[src/rtl/a5_1_stream_ctrl.sv]
// a5_1_stream_ctrl: A5/1 majority-clocking controller that XORs pixel bytes with keystream bytes.
// Optional A51_KS_TAP_EN exposes the keystream byte alongside each result.
module a5_1_stream_ctrl #(
  parameter int WARMUP = 100,
  parameter int DATA_W = 8
) (
  input  logic              clk,
  input  logic              rst_n,
  input  logic              start,
  input  logic [63:0]       key,
  output logic [18:0]       x_key,
  output logic [21:0]       y_key,
  output logic [22:0]       z_key,
  output logic              load,
  output logic              x_trig,
  output logic              y_trig,
  output logic              z_trig,
  input  logic              x_bit,
  input  logic              x_maj,
  input  logic              y_bit,
  input  logic              y_maj,
  input  logic              z_bit,
  input  logic              z_maj,
  input  logic              in_valid,
  output logic              in_ready,
  input  logic [DATA_W-1:0] in_data,
  output logic              out_valid,
  input  logic              out_ready,
  output logic [DATA_W-1:0] out_data,
  output logic              busy
`ifdef A51_KS_TAP_EN
  ,
  output logic [DATA_W-1:0] ks_byte,
  output logic              ks_valid
`endif
);
  localparam int CW = $clog2(WARMUP + DATA_W + 1);
  typedef enum logic [2:0] {IDLE, LOAD, WARM, READY, GEN, OUT} state_t;
  state_t            state_q;
  logic [63:0]       key_q;
  logic [CW-1:0]     cnt_q;
  logic [DATA_W-1:0] data_q, ks_q, ks_d, out_data_q;
  logic              load_q, in_ready_q, out_valid_q, busy_q;
  logic              maj, step, ks_bit;
  assign maj    = (x_maj & y_maj) | (x_maj & z_maj) | (y_maj & z_maj);
  assign step   = (state_q == WARM) || (state_q == GEN);
  assign x_trig = step & (x_maj == maj);
  assign y_trig = step & (y_maj == maj);
  assign z_trig = step & (z_maj == maj);
  // keystream bit comes from the pre-step register state; first bit lands in the MSB
  assign ks_bit = x_bit ^ y_bit ^ z_bit;
  assign ks_d   = (ks_q << 1) | DATA_W'(ks_bit);
  assign x_key     = key_q[63:45];
  assign y_key     = key_q[44:23];
  assign z_key     = key_q[22:0];
  assign load      = load_q;
  assign in_ready  = in_ready_q;
  assign out_valid = out_valid_q;
  assign out_data  = out_data_q;
  assign busy      = busy_q;
`ifdef A51_KS_TAP_EN
  assign ks_byte  = ks_q;
  assign ks_valid = out_valid_q;
`endif
  always_ff @(posedge clk or negedge rst_n) begin
    if (!rst_n) begin
      state_q     <= IDLE;
      key_q       <= '0;
      cnt_q       <= '0;
      data_q      <= '0;
      ks_q        <= '0;
      out_data_q  <= '0;
      load_q      <= 1'b0;
      in_ready_q  <= 1'b0;
      out_valid_q <= 1'b0;
      busy_q      <= 1'b0;
    end else begin
      case (state_q)
        IDLE: if (start) begin
          key_q   <= key;
          load_q  <= 1'b1;
          busy_q  <= 1'b1;
          state_q <= LOAD;
        end
        LOAD: begin
          load_q <= 1'b0;
          cnt_q  <= '0;
          if (WARMUP == 0) begin
            in_ready_q <= 1'b1;
            state_q    <= READY;
          end else state_q <= WARM;
        end
        WARM: begin
          cnt_q <= cnt_q + CW'(1);
          if (cnt_q == CW'(WARMUP - 1)) begin
            in_ready_q <= 1'b1;
            state_q    <= READY;
          end
        end
        READY: if (in_valid) begin
          data_q     <= in_data;
          cnt_q      <= '0;
          ks_q       <= '0;
          in_ready_q <= 1'b0;
          state_q    <= GEN;
        end
        GEN: begin
          ks_q  <= ks_d;
          cnt_q <= cnt_q + CW'(1);
          if (cnt_q == CW'(DATA_W - 1)) begin
            out_data_q  <= data_q ^ ks_d;
            out_valid_q <= 1'b1;
            state_q     <= OUT;
          end
        end
        OUT: if (out_ready) begin
          out_valid_q <= 1'b0;
          in_ready_q  <= 1'b1;
          state_q     <= READY;
        end
        default: state_q <= IDLE;
      endcase
    end
  end
endmodule

[config.mk]
export PLATFORM = sky130hd
export DESIGN_NAME = a5_1_stream_ctrl
export DESIGN_NICKNAME = d
export VERILOG_FILES = /design/src/rtl/a5_1_stream_ctrl.sv
export SDC_FILE = /design/constraint.sdc
export NUM_CORES = 1
export LEC_CHECK = 0
export ABC_AREA = 1
export BUFFER_PORTS_ARGS = -buffer_cell sky130_fd_sc_hd__buf_2
export CORE_ASPECT_RATIO = 1.4
export CORE_MARGIN = 5
export CORE_UTILIZATION = 37
export CTS_BUF_LIST = sky130_fd_sc_hd__clkbuf_8
export DETAILED_ROUTE_END_ITERATION = 16
export PLACE_DENSITY = 0.65
export SLEW_MARGIN = 40
export SYNTH_ARGS = -nofsm -noshare
export SYNTH_HDL_FRONTEND = slang
export SYNTH_SLANG_ARGS = --single-unit
[constraint.sdc]
create_clock -name clk -period 1.35 [get_ports clk]
set_input_delay 0.2025 -clock clk [delete_from_list [all_inputs] [get_ports clk]]
set_output_delay 0.2025 -clock clk [all_outputs]
set_load 0.01 [all_outputs]
==> qor.tcl <==
set qor(synth_cell_type_count) 25
set qor(drv.max_cap_violation_count) 0
set qor(initialDrtViolationCount) 60
set qor(buffer_ports.inserted) 161
set qor(initial_antenna_violation_count) 0
set qor(slowest_library_cell_on_the_worst_path) {dfrtp_2}
set qor(finish.utilization_pct) 53.03
set qor(comb_power_share_pct) 49.2
set qor(n_fill_cell) 1060
set qor(min_delay_path_depth) 2
set qor(grt_max_degree) 38
set qor(dp_slack_ps) -80.59
set qor(sequential_cell_area_um2) 2532
set qor(detail_route.wl_per_cell_um) 15.40
set qor(clock_tree.buffer_depth) 2
set qor(final_period_minus_worst_setup_slack_ps) 1543
set qor(rsz0062_at_grt) {true}
set qor(insertion_delay_ps) 350
set qor(tritoncts) {done}
set qor(worst_slew_margin_rel_pct) 74.80
set qor(routed_via_density) 4.626
set qor(worst_ep_arrival_ps) 1780
set qor(max_slew.worst_pin.slew_ps) 378.0
set qor(clock-sinks) 101
set qor(yosysSeqAreaShare_pct) 57.53
set qor(final_antenna_net_count) 0
set qor(critical-path-top-cell-by-count) {buf_12}
set qor(remaining_drc_errors) 0
set qor(syn-num-nets) 430
set qor(leakage_power_uw) 0.003170
set qor(final_max_slew_viol_count) 0
set qor(worst_setup_path_startpoint) {state_q[0]}
set qor(yosys-top-cells-area) {dfrtp_1 58%, mux2_4 15%, mux2_2 6.9%}
set qor(global_route.overflow_total) 0
set qor(htree_levels) 3
set qor(drt-total-wl_um) 10750
set qor(chipHeight_um) 138.9
set qor(numCtsBuffers) 9
set qor(syn-cell-area_um2) 4393
set qor(timing.fmax_mhz) 648.1
set qor(gr-usage-all-layers_pct) 14.42
set qor(drive_gt1_share_pct) 62.43
set qor(timing.final.ws_setup_ps) -193.1
set qor(syn-instance-count) 346
set qor(violations) {negative setup slack}
set qor(worstHoldStart) {in_data[3]}
set qor(holdCritPathClass) {primary input to register}
set qor(floorplan.io_pins) 162
set qor(vdd.ir_drop.worst_mv) 0.9472
set qor(drt_pass_1_iters) 4
set qor(power.clock.fraction_pct) 13.4
set qor(floorplan.die_area_um2) 14180
set qor(worst_setup_sp_type) {register}
set qor(vias) 3229
set qor(placement_rows) 47
set qor(area.growth.synth_to_final_pct) 41.98
set qor(outcome) {finished with violations}
set qor(power_per_cell_area_nw_per_um2) 2198
set qor(worst_path_largest_cell_delay_ps) 440
set qor(timing.final.crit_share_pct) 114.3
set qor(yosys_warnings) 0
set qor(seq_power_share_pct) 37.4
set qor(swShare_pct) 34.47
set qor(crit-reg2reg-launch) {state_q[0]}
set qor(floorplan.initialDensity_pct) 37.35
set qor(synth_top_cell_area_share_pct) 57.53
set qor(setup_violations) 78
set qor(synth_area_per_cell_um2) 12.70
set qor(cts_root_buf) {clkbuf_8}
set qor(final.setup_skew_ps) 11.96
set qor(final-hold-violation-count) 0
set qor(worst_setup_path_type) {register to register}
set qor(synth-seq-cells) 101
set qor(grt_pass1_vias) 3374
set qor(design.final.nets) 630
set qor(dpl.hpwl_um) 7775
set qor(cts.clk_slew.worst_paths_ps) 100
set qor(place_congestion) 0.8287
set qor(die_width_um) 102.1
set qor(yosys.area.top_type) {dfrtp_1}
set qor(cp-end-kind) {register}
set qor(multi_input_area_um2) 1904
set qor(power_report.internal_total_uw) 8986
set qor(worst-endpoint-required_ps) 1590
set qor(path_cells) {buf_6 -> nor2_4 -> nand3_4 -> buf_12 -> buf_12 -> mux2_4}
set qor(antenna_cells_inserted) 0
set qor(core_region_area_um2) 11760
set qor(power_uw) 13710
set qor(rr_worst_depth) 6
set qor(critical_path_peak_fanout) 18
set qor(power.net_switching_uw) 4726
set qor(grt_first_pass_wirelength_um) 16370
-- cell families (layout without fill, tap and decap cells) --
| group | count (synthesis) | count (layout) | synth area share (%) |
|---|---|---|---|
| mux | 71 | 71 | 21.96 |
| fa+ha+maj | 1 | 1 | 0.2848 |
| flops | 101 | 101 | 57.53 |
| buf+inv | 42 | 246 | 5.297 |
| compound gates | 29 | 29 | 3.617 |
| simple gates | 95 | 96 | 9.912 |
| xor+xnor | 7 | 7 | 1.396 |
-- cells in the mapped netlist (all sizes together) --
| cell type | n |
|---|---|
| dfrtp | 101 |
| mux2 | 71 |
| nand2 | 44 |
| inv | 31 |
| nand3 | 27 |
| nor2 | 21 |
| o21ai | 16 |
| buf | 11 |
| xnor2 | 7 |
| o22ai | 6 |
| a21oi | 5 |
| nand3b | 2 |
| ha | 1 |
| o22a | 1 |
| o31ai | 1 |
| or2 | 1 |
-- through the flow --
step                cells  instance area [um2]  TNS (ps)  hold slack (ps)
floorplan             346                 4394    -466.8           -93.09
global placement      665                 5505     -1562            151.5
detailed placement    665                 5505     -3845            149.0
CTS                   695                 5967    -10460            46.32
global route          698                 6237    -15890            42.15
finish                698                 6237    -11410            70.97
-- final timing paths --
path	slack [ps]	to
setup / recovery	-190	key_q[60]
hold / removal	70	data_q[3]
setup reg to reg	-190	key_q[60]
hold reg to reg	480	busy
max in group asynchronous	520	key_q[18]
min in group asynchronous	310	key_q[43]
-- cell type report --
cell class / instances / area share (%)
Sequential cell: 101 / 40.60
Multi-Input combinational cell: 204 / 30.53
Timing Repair Buffer: 199 / 20.86
Tap cell: 147 / 2.949
Clock buffer: 9 / 1.986
Inverter: 31 / 1.986
Clock inverter: 7 / 1.083
-- routing by layer --
metal | global-route usage, % | part of all wire, % | wire length, um
met1 | 16.41 | 38 | 4065
met2 | 26.38 | 55 | 5878
met3 | 3.825 | 7.0 | 751
met4 | 3.317 | 0.52 | 56
met5 | 0 | 0 | 0
-- flip-flops by register name, indices dropped and copies added (netlist names) --
name,cells
in_ready,1
key_q,64
cnt_q,7
out_data,8
out_valid,1
load,1
ks_q,7
data_q,8
busy,1
state_q,3
-- cells in the final DEF (no fill, tap or decap), drive strengths merged --
master       synthesis  final
nor2                21     21
o21ai               16     16
clkinv               0      3
dlygate4sd3          0      1
nand3b               2      2
o22a                 1      1
or2                  1      1
clkbuf               0     10
mux2                71     71
clkinvlp             0      2
xnor2                7      7
bufinv               0      1
ha                   1      1
inv                 31     32
o31ai                1      1
buf                 11    197
o22ai                6      6
a21oi                5      5
dfrtp              101    101
nand3               27     27
nand2               44     45
-- critical path: cells and delay by family (launching register included) --
kind,cells,cell delay (ps)
buf+inv,3,450
flops,1,440
mux,1,310
simple gates,2,210
-- what timing repair did --
action,4_1_cts,5_1_grt
pin swaps,8,12
endpoints found under the setup margin,94,100
buffers inserted,12,2
endpoints found under the hold margin,21,0
resized for setup,26,55
hold buffers,1,0
gates cloned,2,2
-- power groups by stage --
stage                     clock network (uW)  logic, uW  registers (uW)
after detailed placement                   0       5680            5210
after CTS                               1920       6350            5120
final                                   1830       6750            5130
after floorplan                            0       3110            5640
after global routing                    2030       7260            5300
after global placement                     0       5540            5160
(Power assumes the default switching activity.)
